`src/rtl/decoder3x8_seq.sv`:
```
// rtl/decoder3x8_seq.sv - queued 3-to-8 decoder replaying each code as a held one-hot word
// Codes enter through a small pointer-wrapped FIFO; a three-state sequencer drives, gaps and idles.
module decoder3x8_seq #(
  parameter int HOLD  = 4,
  parameter int GAP   = 1,
  parameter int DEPTH = 2
) (
  input  logic       clk,
  input  logic       rst_n,
  input  logic       in_valid,
  output logic       in_ready,
  input  logic [2:0] in_code,
  output logic [7:0] y,
  output logic       y_valid,
  output logic       done,
  output logic       busy
);

  localparam int AW   = $clog2(DEPTH);
  localparam int CMAX = (HOLD > GAP) ? HOLD : GAP;
  localparam int CW   = (CMAX > 1) ? $clog2(CMAX) : 1;

  localparam logic [1:0] S_IDLE  = 2'd0;
  localparam logic [1:0] S_DRIVE = 2'd1;
  localparam logic [1:0] S_GAP   = 2'd2;

  localparam logic [CW-1:0] HOLD_LOAD = CW'(HOLD - 1);
  localparam logic [CW-1:0] GAP_LOAD  = (GAP > 0) ? CW'(GAP - 1) : '0;

  logic [1:0]    state_q, state_d;
  logic [CW-1:0] cnt_q, cnt_d;
  logic [7:0]    y_q, y_d;
  logic          y_valid_q, y_valid_d;
  logic          done_q, done_d;
  logic [AW:0]   wr_ptr_q, wr_ptr_d;
  logic [AW:0]   rd_ptr_q, rd_ptr_d;
  logic [2:0]    mem_q [DEPTH];
  logic [2:0]    mem_d [DEPTH];

  logic       empty;
  logic       full;
  logic       push;
  logic       pop;
  logic [2:0] head;

  // Extra pointer MSB distinguishes full from empty when the index bits match.
  assign empty    = (wr_ptr_q == rd_ptr_q);
  assign full     = (wr_ptr_q[AW] != rd_ptr_q[AW]) &&
                    (wr_ptr_q[AW-1:0] == rd_ptr_q[AW-1:0]);
  assign in_ready = rst_n && !full;
  assign push     = in_valid && in_ready;
  assign head     = mem_q[rd_ptr_q[AW-1:0]];

  always_comb begin
    mem_d = mem_q;
    if (push) begin
      mem_d[wr_ptr_q[AW-1:0]] = in_code;
    end
    wr_ptr_d = wr_ptr_q + (AW+1)'(push);
    rd_ptr_d = rd_ptr_q + (AW+1)'(pop);
  end

  always_comb begin
    state_d = state_q;
    cnt_d   = cnt_q;
    pop     = 1'b0;
    case (state_q)
      S_IDLE: begin
        if (!empty) begin
          pop     = 1'b1;
          state_d = S_DRIVE;
          cnt_d   = HOLD_LOAD;
        end
      end
      S_DRIVE: begin
        if (cnt_q != '0) begin
          cnt_d = cnt_q - CW'(1);
        end else if (GAP > 0) begin
          state_d = S_GAP;
          cnt_d   = GAP_LOAD;
        end else if (!empty) begin
          pop   = 1'b1;
          cnt_d = HOLD_LOAD;
        end else begin
          state_d = S_IDLE;
        end
      end
      S_GAP: begin
        if (cnt_q != '0) begin
          cnt_d = cnt_q - CW'(1);
        end else if (!empty) begin
          pop     = 1'b1;
          state_d = S_DRIVE;
          cnt_d   = HOLD_LOAD;
        end else begin
          state_d = S_IDLE;
        end
      end
      default: begin
        state_d = S_IDLE;
      end
    endcase
  end

  // A pop always loads a fresh word; otherwise DRIVE keeps the current word.
  always_comb begin
    if (pop) begin
      y_d = 8'd1 << head;
    end else if (state_d == S_DRIVE) begin
      y_d = y_q;
    end else begin
      y_d = '0;
    end
    y_valid_d = (state_d == S_DRIVE);
    done_d    = (state_d == S_DRIVE) && (cnt_d == '0);
  end

  always_ff @(posedge clk or negedge rst_n) begin
    if (!rst_n) begin
      state_q   <= S_IDLE;
      cnt_q     <= '0;
      y_q       <= '0;
      y_valid_q <= 1'b0;
      done_q    <= 1'b0;
      wr_ptr_q  <= '0;
      rd_ptr_q  <= '0;
      mem_q     <= '{default: '0};
    end else begin
      state_q   <= state_d;
      cnt_q     <= cnt_d;
      y_q       <= y_d;
      y_valid_q <= y_valid_d;
      done_q    <= done_d;
      wr_ptr_q  <= wr_ptr_d;
      rd_ptr_q  <= rd_ptr_d;
      mem_q     <= mem_d;
    end
  end

  assign y       = y_q;
  assign y_valid = y_valid_q;
  assign done    = done_q;
  assign busy    = (state_q != S_IDLE) || !empty;

endmodule

```
`config.mk`:
```
export PLATFORM = sky130hd
export DESIGN_NAME = decoder3x8_seq
export DESIGN_NICKNAME = d
export VERILOG_FILES = /design/src/rtl/decoder3x8_seq.sv
export SDC_FILE = /design/constraint.sdc
export NUM_CORES = 1
export LEC_CHECK = 0
export BUFFER_PORTS_ARGS = -buffer_cell sky130_fd_sc_hd__buf_4
export CORE_MARGIN = 4
export CORE_UTILIZATION = 49
export CTS_CLUSTER_DIAMETER = 50
export DETAILED_ROUTE_END_ITERATION = 7
export PLACE_DENSITY = 0.69
export SETUP_SLACK_MARGIN = 0.02
export SYNTH_ARGS = -nofsm -noshare
export SYNTH_HDL_FRONTEND = slang
export SYNTH_SLANG_ARGS = --single-unit
```
`constraint.sdc`:
```
create_clock -name clk -period 1.7 [get_ports clk]
set_input_delay 0.085 -clock clk [delete_from_list [all_inputs] [get_ports clk]]
set_output_delay 0.085 -clock clk [all_outputs]
set_load 0.01 [all_outputs]
```
==> run_results.csv <==
group,metric,value,unit
timing,finClkSkew,0.00547,ns
global_route,grt_pass1_wl,3.62,mm
layout,fin_nets,128,
clock_network,clk_path_buf_depth,2,
global_route,grt_max_degree,26,
hold_path,hold_path.class,"input pin to flip-flop",
global_route,antenna_found_initial,0,
logic_synthesis,synth.avg_cell_area,12.1,um^2
drt,top_layer_used,"met4",
pwr,power.leakage,0.644,nW
timing,rsz0062_at_grt,"true",
job,maxCapViolations,0,
clock_network,cts_sinks,24,
timing,timing.fmax,620,MHz
drt,vias,815,
logic_synthesis,synth_warnings,0,
critical_path,crit_chain,"xor2_2, nand2b_1, and3_1, ha_2, mux2_2",
run_status,status,"completed",
clock_network,insertion_delay,0.31,ns
logic_synthesis,syn_nets,102,
layout,layout_commonest_cell,"dfrtp_1",
timing,period_share,94.8,%
critical_path,worst_setup_path_end_kind,"flip-flop",
layout,diodes,0,
layout,area_growth,23.1,%
timing,timing.hold.ws,0.00840,ns
critical_path,worst_path_largest_cell_delay,0.44,ns
timing,fin_tns_setup,0,ns
layout,drive_gt1_share,33.1,%
logic_synthesis,synth_compound_area_share,14.2,%
timing,setup_slack,0.0880,ns
clock_network,htreeDepth,1,
pwr,switchingPower,1.14,mW
logic_synthesis,yosys.area_share.simple,13.8,%
placement,port_buffers,17,
layout,layout_common_cells,"dfrtp_1, buf_4, mux2_2, o2bb2ai_1",
drt,viasPerCell,5.58,
global_route,grt_pass1_vias,793,
placement,dp_slack,0.0672,ns
die,core-area,2190,um^2
clock_network,cts_setup_buffers,0,
pwr,swShare,38.4,%
pwr,combPwrFrac,49.3,%
critical_path,worst-path-max-fanout,4,
die,start_util,51.4,%
drt,wl_met2,1.05,mm
die,die_area,3130,um^2
pwr,seqPwrFrac,37.0,%
drt,drc_errors,0,
logic_synthesis,syn-cell-area,1130,um^2
pwr,p_per_area,2150,nW/um^2
layout,final_cell_count_no_fill,146,
die,io_pins,18,
pwr,finalPower,2.98,mW
logic_synthesis,synth-xor-area-share,3.89,%
timing,slew_viol_final,0,
logic_synthesis,synth-adder-area-share,3.33,%
critical_path,crit_buf_inv,0,
critical_path,path_delay_family,"flip-flops",
clock_network,numCtsBuffers,3,
critical_path,worstSetupPathType,"flip-flop to flip-flop",
clock_network,cts.clk_slew.worst_paths,0.14,ns
drt,dr.first_iter.drc_count,10,
logic_synthesis,syn-instance-count,93,
placement,dp_hpwl,1.60,mm
clock_network,cts_tree,"yes",
global_route,globalRoute.totalOverflow,0,
drt,routedLengthMet1,1.02,mm
timing,relSlewSlack,78.4,%
pwr,ir_worst_vdd,1.35,mV
placement,placed_cells,141,
timing,max_slew.worst_pin.slew,0.322,ns
drt,drt_wl_total,2.17,mm
die,placementRows,17,
critical_path,crit_path_start_kind,"flip-flop",
logic_synthesis,synth.ff_latch_count,24,
pwr,p_int,1.83,mW
timing,hold_viol,0,
drt,ant_nets,0,
critical_path,worstPathArrival,1.82,ns
die,die_height,55.9,um
pwr,p_clk_share,13.7,%
critical_path,crit_required,1.91,ns
critical_path,slowest_stage,"dfrtp_1",
logic_synthesis,synth_top_family_by_area,"compound AO/OA/AOI/OAI gates",
layout,fillCellCount,179,
drt,routedWlPerCell,14.8,um
drt,wl_met3,90,um
logic_synthesis,seq_area_frac_synth,53.3,%
timing,min_period,1.61,ns
clock_network,cts_root_buffer,"clkbuf_4",
timing,setup_viol,0,
logic_synthesis,synthMuxAreaShare,9.11,%
logic_synthesis,ys_types,32,
global_route,grt_usage,14.6,%
die,die_x,55.9,um
drt,firstDrtPassIters,4,
placement,gp_congestion,0.729,
per-stage QoR:
| step | util [%] | area [um^2] |
|---|---|---|
| 2_1_floorplan | - | 1130 |
| 3_3_place_gp | 60.2 | 1320 |
| 3_5_place_dp | 60.2 | 1320 |
| 4_1_cts | 63.0 | 1380 |
| 5_1_grt | 63.3 | 1390 |
| 6_report | 63.3 | 1390 |
Yosys cell counts:
| library cell | number | area, um^2 |
|---|---|---|
| nand3b_1 | 2 | 15.0 |
| buf_6 | 1 | 11.3 |
| and3b_1 | 1 | 8.76 |
| ha_1 | 3 | 37.5 |
| xor2_1 | 5 | 43.8 |
| or3_4 | 1 | 11.3 |
| dfrtp_1 | 24 | 601 |
| inv_1 | 3 | 11.3 |
| o21ai_0 | 1 | 5.00 |
| and3_1 | 1 | 6.26 |
| nor3_1 | 1 | 5.00 |
| and3b_2 | 1 | 10.0 |
| mux2i_1 | 2 | 20.0 |
| o2bb2ai_1 | 6 | 52.6 |
| o22ai_1 | 5 | 31.3 |
| a22oi_1 | 1 | 7.51 |
| a21oi_1 | 4 | 20.0 |
| nand2_1 | 1 | 3.75 |
| a2bb2oi_1 | 1 | 8.76 |
| and2_1 | 1 | 6.26 |
| or2_2 | 1 | 6.26 |
| mux2_2 | 6 | 67.6 |
| nor2_1 | 6 | 22.5 |
| mux2_4 | 1 | 15.0 |
| nand2b_1 | 3 | 18.8 |
| o21a_1 | 1 | 7.51 |
| nor3b_1 | 4 | 30.0 |
| or3_1 | 1 | 6.26 |
| o21bai_1 | 1 | 7.51 |
| a32o_1 | 2 | 20.0 |
| nand3_1 | 1 | 5.00 |
| clkbuf_1 | 1 | 3.75 |
routing by layer:
metal / global-route usage [%] / vias up
li1: - / 391
met1: 19.1 / 408
met2: 24.2 / 14
met3: 2.78 / 2
met4: 5.08 / 0
met5: 0 / -
power by group through the flow:
stage | combinational, mW | sequential (mW) | clock (mW)
2_1_floorplan | 0.935 | 1.09 | 0
3_3_place_gp | 1.40 | 1.10 | 0
3_5_place_dp | 1.45 | 1.11 | 0
4_1_cts | 1.46 | 1.10 | 0.416
5_1_grt | 1.62 | 1.14 | 0.439
6_report | 1.47 | 1.10 | 0.408
area by class of cell:
class	count	area [um^2]	area share [%]
clock buffer	3	22.5	1.62
sequential	24	601	43.3
tap	28	35.0	2.53
inverter	3	11.3	0.812
clock inverter	1	30.0	2.17
multi-input combinational	64	512	36.9
timing repair buffer	23	175	12.6
cells by family after synthesis:
| kind of cell | Yosys count |
|---|---|
| and+or+nand+nor | 25 |
| DFF | 24 |
| AOI/OAI and AO/OA | 22 |
| muxes | 9 |
| xor gates and xnor gates | 5 |
| buffers and inverters | 5 |
| adders and majority gates | 3 |
flip-flops by register name, indices dropped and copies added (netlist names):
| register | cells |
|---|---|
| cnt_q | 2 |
| done | 1 |
| mem_q | 6 |
| rd_ptr_q | 2 |
| state_q | 2 |
| wr_ptr_q | 2 |
| y | 8 |
| y_valid | 1 |
worst reg2reg max path, stage by stage, from the launching register on:
cell and delay [ns]:
dfrtp_1 0.44, xor2_2 0.17, nand2b_1 0.13, and3_1 0.20, ha_2 0.23, mux2_2 0.34
what timing repair did:
action	4_1_cts	5_1_grt
hold buffers	1	0
setup endpoints to repair	0	4
gates resized for setup	0	2
hold endpoints to repair	24	0
path summary, 6_finish.rpt:
kind	endpoint	depth (start not counted)	slack (ns)	start
hold reg to reg	rd_ptr_q[1]	1	0.50	rd_ptr_q[1]
hold / removal	mem_q[0]	2	0.008	in_code[0]
min in group asynchronous	y[5]	3	0.31	rst_n
max in group asynchronous	wr_ptr_q[0]	3	1.15	rst_n
setup / recovery	mem_q[2]	5	0.09	wr_ptr_q[0]
setup reg to reg	mem_q[2]	5	0.09	wr_ptr_q[0]
Power figures use the tool's default switching activity.
